### config.mk
export PLATFORM = sky130hd
export DESIGN_NAME = trap_ctrl
export DESIGN_NICKNAME = d
export VERILOG_FILES = /design/src/rtl/trap_ctrl_pkg.sv /design/src/rtl/trap_ctrl.sv
export SDC_FILE = /design/constraint.sdc
export NUM_CORES = 1
export LEC_CHECK = 0
export BUFFER_PORTS_ARGS = -buffer_cell sky130_fd_sc_hd__clkbuf_2
export CORE_AREA = 2 2 143 145
export DETAILED_ROUTE_END_ITERATION = 10
export DIE_AREA = 0 0 145 147
export PLACE_DENSITY = 0.63
export SLEW_MARGIN = 20
export SYNTH_ARGS = -nofsm -noshare
export SYNTH_HDL_FRONTEND = slang
export SYNTH_SLANG_ARGS = --single-unit
### constraint.sdc
create_clock -name clk_i -period 1.79 [get_ports clk_i]
set_clock_uncertainty 0.15 [all_clocks]
set_input_delay 0.358 -clock clk_i [delete_from_list [all_inputs] [get_ports clk_i]]
set_output_delay 0.358 -clock clk_i [all_outputs]
set_load 0.02 [all_outputs]
### src/rtl/trap_ctrl_pkg.sv
// trap_ctrl_pkg: CSR addresses, exception codes, trap FSM states and mepc alignment helper
package trap_ctrl_pkg;
  typedef logic [11:0] csr_addr_t;
  localparam csr_addr_t CSR_MSCRATCH = 12'h340;
  localparam csr_addr_t CSR_MEPC     = 12'h341;
  localparam csr_addr_t CSR_MCAUSE   = 12'h342;
  localparam csr_addr_t CSR_MTVAL    = 12'h343;
  localparam logic [31:0] MCAUSE_WARL = 32'h8000_001F;
  typedef enum logic [4:0] {
    INSTR_MISALIGNED = 5'd0,
    INSTR_ACCESS     = 5'd1,
    ILLEGAL_INSN     = 5'd2,
    BREAKPOINT       = 5'd3,
    LOAD_MISALIGNED  = 5'd4,
    LOAD_ACCESS      = 5'd5,
    STORE_MISALIGNED = 5'd6,
    STORE_ACCESS     = 5'd7,
    ECALL_M          = 5'd11
  } exc_cause_t;
  typedef enum logic [1:0] {
    IDLE  = 2'd0,
    FLUSH = 2'd1,
    JUMP  = 2'd2
  } trap_state_t;
  function automatic logic [31:0] align_pc(input logic [31:0] pc, input bit isa_c);
    return isa_c ? {pc[31:1], 1'b0} : {pc[31:2], 2'b00};
  endfunction
endpackage

### src/rtl/trap_ctrl.sv
// trap_ctrl: machine-mode trap sequencer owning mepc/mcause/mtval/mscratch; flushes and redirects fetch
module trap_ctrl
  import trap_ctrl_pkg::*;
#(
  parameter bit ISA_C = 1'b0
) (
  input  logic        clk_i,
  input  logic        rst_i,
  input  logic        exc_valid_i,
  input  logic [4:0]  exc_cause_i,
  input  logic [31:0] exc_pc_i,
  input  logic [31:0] exc_tval_i,
  input  logic        mret_i,
  input  logic [31:0] mtvec_i,
  input  logic [11:0] csr_addr_i,
  input  logic        csr_we_i,
  input  logic [31:0] csr_wdata_i,
  output logic [31:0] csr_rdata_o,
  output logic        csr_hit_o,
  output logic        flush_o,
  output logic        redirect_valid_o,
  output logic [31:0] redirect_pc_o,
  input  logic        redirect_ready_i,
  output logic        busy_o
);
  trap_state_t r_state;
  logic        r_flush, r_rv, r_busy;
  logic [31:0] r_tgt, r_mepc, r_mcause, r_mtval, r_mscratch;
  logic        w_take_exc, w_take_mret;
  logic        w_wr_mscratch, w_wr_mepc, w_wr_mcause, w_wr_mtval;
  always_comb begin
    w_take_exc    = (r_state == IDLE) && exc_valid_i;
    w_take_mret   = (r_state == IDLE) && !exc_valid_i && mret_i;
    w_wr_mscratch = csr_we_i && (csr_addr_i == CSR_MSCRATCH);
    w_wr_mepc     = csr_we_i && (csr_addr_i == CSR_MEPC);
    w_wr_mcause   = csr_we_i && (csr_addr_i == CSR_MCAUSE);
    w_wr_mtval    = csr_we_i && (csr_addr_i == CSR_MTVAL);
  end
  always_comb begin
    csr_hit_o   = (csr_addr_i == CSR_MSCRATCH) || (csr_addr_i == CSR_MEPC) ||
                  (csr_addr_i == CSR_MCAUSE) || (csr_addr_i == CSR_MTVAL);
    csr_rdata_o = (csr_addr_i == CSR_MSCRATCH) ? r_mscratch :
                  (csr_addr_i == CSR_MEPC)     ? r_mepc     :
                  (csr_addr_i == CSR_MCAUSE)   ? r_mcause   :
                  (csr_addr_i == CSR_MTVAL)    ? r_mtval    : '0;
  end
  always_ff @(posedge clk_i) begin
    if (rst_i) begin
      r_state <= IDLE;
      r_flush <= 1'b0;
      r_rv    <= 1'b0;
      r_busy  <= 1'b0;
      r_tgt   <= '0;
    end else begin
      case (r_state)
        IDLE: begin
          if (w_take_exc || w_take_mret) begin
            r_state <= FLUSH;
            r_flush <= 1'b1;
            r_busy  <= 1'b1;
            // exceptions ignore vectored mode; mret returns to the pre-write mepc
            r_tgt   <= w_take_exc ? (mtvec_i & 32'hFFFF_FFFC) : r_mepc;
          end
        end
        FLUSH: begin
          r_state <= JUMP;
          r_flush <= 1'b0;
          r_rv    <= 1'b1;
        end
        JUMP: begin
          if (redirect_ready_i) begin
            r_state <= IDLE;
            r_rv    <= 1'b0;
            r_busy  <= 1'b0;
          end
        end
        default: begin
          r_state <= IDLE;
          r_flush <= 1'b0;
          r_rv    <= 1'b0;
          r_busy  <= 1'b0;
        end
      endcase
    end
  end
  always_ff @(posedge clk_i) begin
    if (rst_i) begin
      r_mepc     <= '0;
      r_mcause   <= '0;
      r_mtval    <= '0;
      r_mscratch <= '0;
    end else begin
      r_mepc     <= w_take_exc  ? align_pc(exc_pc_i, ISA_C) :
                    w_wr_mepc   ? align_pc(csr_wdata_i, ISA_C) : r_mepc;
      r_mcause   <= w_take_exc  ? {27'b0, exc_cause_i} :
                    w_wr_mcause ? (csr_wdata_i & MCAUSE_WARL) : r_mcause;
      r_mtval    <= w_take_exc  ? exc_tval_i :
                    w_wr_mtval  ? csr_wdata_i : r_mtval;
      r_mscratch <= w_wr_mscratch ? csr_wdata_i : r_mscratch;
    end
  end
  assign flush_o          = r_flush;
  assign redirect_valid_o = r_rv;
  assign redirect_pc_o    = r_tgt;
  assign busy_o           = r_busy;
endmodule

* After elaboration in Yosys (flattened, before gate mapping)
Index checks and enable logic that the tools add are counted.
Storage, ports and cells: flip-flop bits (word level) 137, bits in latches 0, memory bits (writable) 0, ROM bits 0, bits of input ports 151, output and inout bits 68, word-level logic and storage cells 62, memories 0
Cells by class: add/subtract/negate cells 0, $mul 0, div/mod/pow operators 0, magnitude comparators 0, eq/ne operators 8, shift operators 0, muxes and demuxes 19, bitwise logic cells 3, reduce and logical (&&, ||, !) cells 22
Operators by type and width (count):
- two-way mux 32 bit | 9
- equality test 12 x 10 -> 1 bit, second input constant | 4
- two-way mux 5 bit | 2
- AND reduction 2 bit | 4
- logical AND 1 bit | 7
- case mux 1 bit (3 select lines) | 2
- case mux 2 bit (3 select lines) | 1
- nonzero test 2 bit | 3
- logical OR 1 bit | 4
- two-way mux 2 bit | 2
- NOT 1 bit | 3
- AND reduction 3 bit | 1
- equality test 2 x 1 -> 1 bit, second input constant | 1
- equality test 2 bit, second input constant | 1
- logical NOT 2 bit | 1
- two-way mux 1 bit | 2
- != test 2 x 1 -> 1 bit, second input constant | 1
- != test 2 bit, second input constant | 1
- case mux 1 bit (2 select lines) | 1
- OR reduction 2 bit | 1
- logical NOT 1 bit | 1

* Longest topological paths before layout
depth after elaboration 6, depth in mapped cells 7, mapped depth without buffers 4

* Least setup slack after synthesis
No wires, ideal clock.
path kind in2out, start point in csr_addr_i[0], end point out csr_rdata_o[11], data arrival time 1.572 ns, required time 1.282 ns, slack -0.290 ns, stages on the path 5, path buffers 2, path through buf_2 > nor2_1 > clkbuf_1 > a22oi_1 > nor2_1
On the way: word-level cells in the longest chain between the ends 5, elaborated cells on any way between the ends 8, classes of those cells eq/ne: 4; mux: 4
RTL lines:
- start: declaration | line trap_ctrl.sv:15 | input logic [11:0] csr_addr_i,
- equality test 12 x 10 -> 1 bit | line trap_ctrl.sv:45 | (csr_addr_i == CSR_MTVAL) ? r_mtval : '0;
- two-way mux 32 bit | line trap_ctrl.sv:45
- two-way mux 32 bit | line trap_ctrl.sv:44 | (csr_addr_i == CSR_MCAUSE) ? r_mcause :
- two-way mux 32 bit | line trap_ctrl.sv:43 | (csr_addr_i == CSR_MEPC) ? r_mepc :
- two-way mux 32 bit (*) | line trap_ctrl.sv:42 | csr_rdata_o = (csr_addr_i == CSR_MSCRATCH) ? r_mscratch :
- end: declaration | line trap_ctrl.sv:18 | output logic [31:0] csr_rdata_o,
Every way passes the cells marked *; elsewhere a longest branch is shown, timed or not.

* Worst setup path in the final report
start point reg r_mtval[31], end point out csr_rdata_o[31]
On the way: word-level cells in the longest chain between the ends 4
RTL lines:
- start: declaration | line trap_ctrl.sv:28 | logic [31:0] r_tgt, r_mepc, r_mcause, r_mtval, r_mscratch;
- start signal: assignment | line trap_ctrl.sv:97 | r_mtval <= w_take_exc ? exc_tval_i :
- two-way mux 32 bit | line trap_ctrl.sv:45
- two-way mux 32 bit | line trap_ctrl.sv:44
- two-way mux 32 bit | line trap_ctrl.sv:43
- two-way mux 32 bit | line trap_ctrl.sv:42
No other way between the ends.

==> reports/summary.txt <==
CTS tree -> done
Setup crit start -> r_mtval[31]
Total CTS buffers -> 17
Critical Path RT -> 1.28 ns
Critical path capture point type -> output port
Fin crit share -> 116%
Setup crit start kind -> flip-flop
First-pass GRT wire length -> 36,100 microns
Vias in the first global route -> 6,507
Wirelength, routed -> 23,700 microns
Clock slew at reported path FFs -> 0.06 ns
Die H -> 147 microns
CTS Buffer Depth -> 2
HP Class -> input port to flip-flop
IO Port Bufs -> 212
Crit path largest cell delay -> 0.49 ns
Hold wc startpoint -> exc_pc_i[3]
I/O pin count -> 219
Syn avg cell area -> 8.94 sq um
Tmin final -> 2.07 ns
Final WS setup -> -0.281 ns
Cell Area, Synth -> 6800 sq um
Pwr dens -> 861 nW/um^2
Placer congestion estimate -> 0.776
Core ar. -> 19,800 sq um
Run status -> complete, but fails checks
Unique cell type count in the Yosys netlist -> 38
Post-synth EDFFs -> 0
CP delay by family, top -> multiplexers
Leading area contributor after synthesis -> dfxtp_1
Type of the worst setup path -> flip-flop to output port
Max_cap viols -> 0
Starting density of the core -> 34.3%
Share of the synthesized area in the top cell type -> 39.7%
CTS sink count -> 135
Yosys Warn Count -> 0
Worst-path cell chain -> mux4_2, nor2b_1, buf_4
Fin. max-slew vios -> 0
Iteration-0 DRC count of the detailed router -> 295
Worst Path Arrival -> 1.56 ns
Setup Total Neg Slack -> -6.78 ns
Share of layout cells above drive strength 1 -> 52.1%
Remaining DRCs -> 0
Placed Cells -> 1,234
Mapped Cells -> 761
Post-DP HPWL -> 15,900 microns
Die W -> 145 microns
CP bufs+invs -> 1
Root buf cell -> clkbuf_16
Largest cells by area after synthesis -> dfxtp_1, mux2_2, mux2i_1
Sequential area share after synthesis -> 39.7%
CTS H-tree depth -> 4
Finish-stage setup viols -> 33
Largest net degree at the start of global routing -> 74
Max Fclk -> 0.483 GHz
Via count -> 6,788
WL/cell -> 18.4 microns
# hold bufs at CTS -> 0
Gr ovfl total -> 0
Worst R2R Start -> r_state[1]
Unrepaired setup endpoints after global routing -> yes
Leak pwr -> 4.08 nW
Nets -> 1,158
Initial DRT Pass Iterations -> 5
Ys async rst share -> 0%
GRT Util Overall -> 21.3%
Final hold vios -> 0
# diodes -> 0
Synth-to-layout area growth -> 52.2%
Clk Latency, worst-skew pair -> 0.41 ns
Crit Path Max Fanout -> 2
Layout Cells excl Fill -> 1,290
Synth Register Bits -> 135
Dominant synthesized flop cell -> dfxtp_1
Max stage delay cell, worst path -> mux4_2
# rows -> 52
Number of vias per cell -> 5.26
Initial antenna violation count -> 0
Die area -> 21,300 sq um
Final ANT Viol Nets -> 0
Violated checks -> negative setup slack
VDD IR-drop max -> 582 uV
-- cells by family after synthesis --
logic type / count (synthesis) / synth area share (%)
AOI/OAI and AO/OA: 161 / 18.1
buffers and inverters: 112 / 7.34
DFF: 135 / 39.7
muxes: 103 / 17.0
other: 1 / 0.0551
and+or+nand+nor: 249 / 17.8
-- through the flow --
stage	util [%]	setup WS (ns)	instance area, sq um	hold WS, ns	total power [mW]
3_5_place_dp	45.0	-0.311	8920	0.293	5.14
2_1_floorplan	-	-0.0517	7200	0.278	4.46
4_1_cts	50.1	-0.272	9950	0.0375	8.82
5_1_grt	52.2	-0.305	10400	0.0550	9.27
3_3_place_gp	45.0	-0.258	8920	0.290	5.12
6_report	52.2	-0.281	10400	0.0511	8.92
-- tightest hold or removal path: cells and delay by family --
| family | cells | cell delay [ns] |
|---|---|---|
| buffers and inverters | 1 | 0.08 |
| AND/OR/NAND/NOR | 2 | 0.14 |
-- metal layers --
metal / vias to the layer above / GRT usage [%] / part of all wire (%)
li1: 3255 / - / -
met1: 3283 / 28.6 / 45
met2: 223 / 35.5 / 48
met3: 27 / 3.94 / 4.8
met4: 0 / 5.59 / 1.4
met5: - / 0 / 0
-- timing repair --
action                                 4_1_cts  5_1_grt
pin swaps                                    2       21
gates resized for setup                     65       86
endpoints found under the hold margin        0        0
buffers inserted                             5       13
gates cloned                                 4        3
setup endpoints to repair                   53       73
-- state kept, by name (all words and copies together), names as in the netlist --
register          flops
r_mepc               30
r_state               2
r_mcause              6
redirect_pc_o        30
flush_o               1
busy_o                1
redirect_valid_o      1
r_mscratch           32
r_mtval              32
-- synth_stat cells, drive strengths merged (3+ instances only) --
cell    number
nand2       31
nor2        99
buf         34
mux2        58
nor4        30
nand4b       5
clkbuf      44
nand4        3
a211oi      32
inv         34
mux4         4
dfxtp      135
a22oi       26
nor3        62
nor2b        5
mux2i       41
a21oi       64
o31ai        5
o221ai      30
-- cell usage in the layout, fill, tap and decap left out, types with 33 or more instances in the layout --
master,synthesis,final
mux2i_1,41,41
inv_1,34,33
dfxtp_1,135,129
a21oi_1,64,34
nor2_1,99,69
nor3_1,62,61
buf_4,6,62
mux2_2,58,39
clkbuf_2,0,184
-- layout make-up --
type,instances,area [sq um]
Multi-Input combinational cell,515,4200
Clock buffer,21,480
Fill cell,1789,9490
Tap cell,270,338
Timing Repair Buffer,304,2370
Clock inverter,11,123
Inverter,34,128
Sequential cell,135,2710
-- final timing paths --
check,end,slack (ns),depth (start not counted)
max,csr_rdata_o[31],-0.28,3
min,r_mepc[3],0.05,3
max reg2reg,r_mtval[3],0.03,6
min reg2reg,redirect_pc_o[10],0.30,2
-- power by group --
part | leakage, nW | total [mW] | switching [mW] | internal, mW
registers | 1.11 | 3.38 | 0.145 | 3.24
clock network | 0.287 | 3.57 | 1.37 | 2.20
logic | 2.68 | 1.96 | 1.02 | 0.949
No activity file was read; power rests on OpenSTA's default activity.
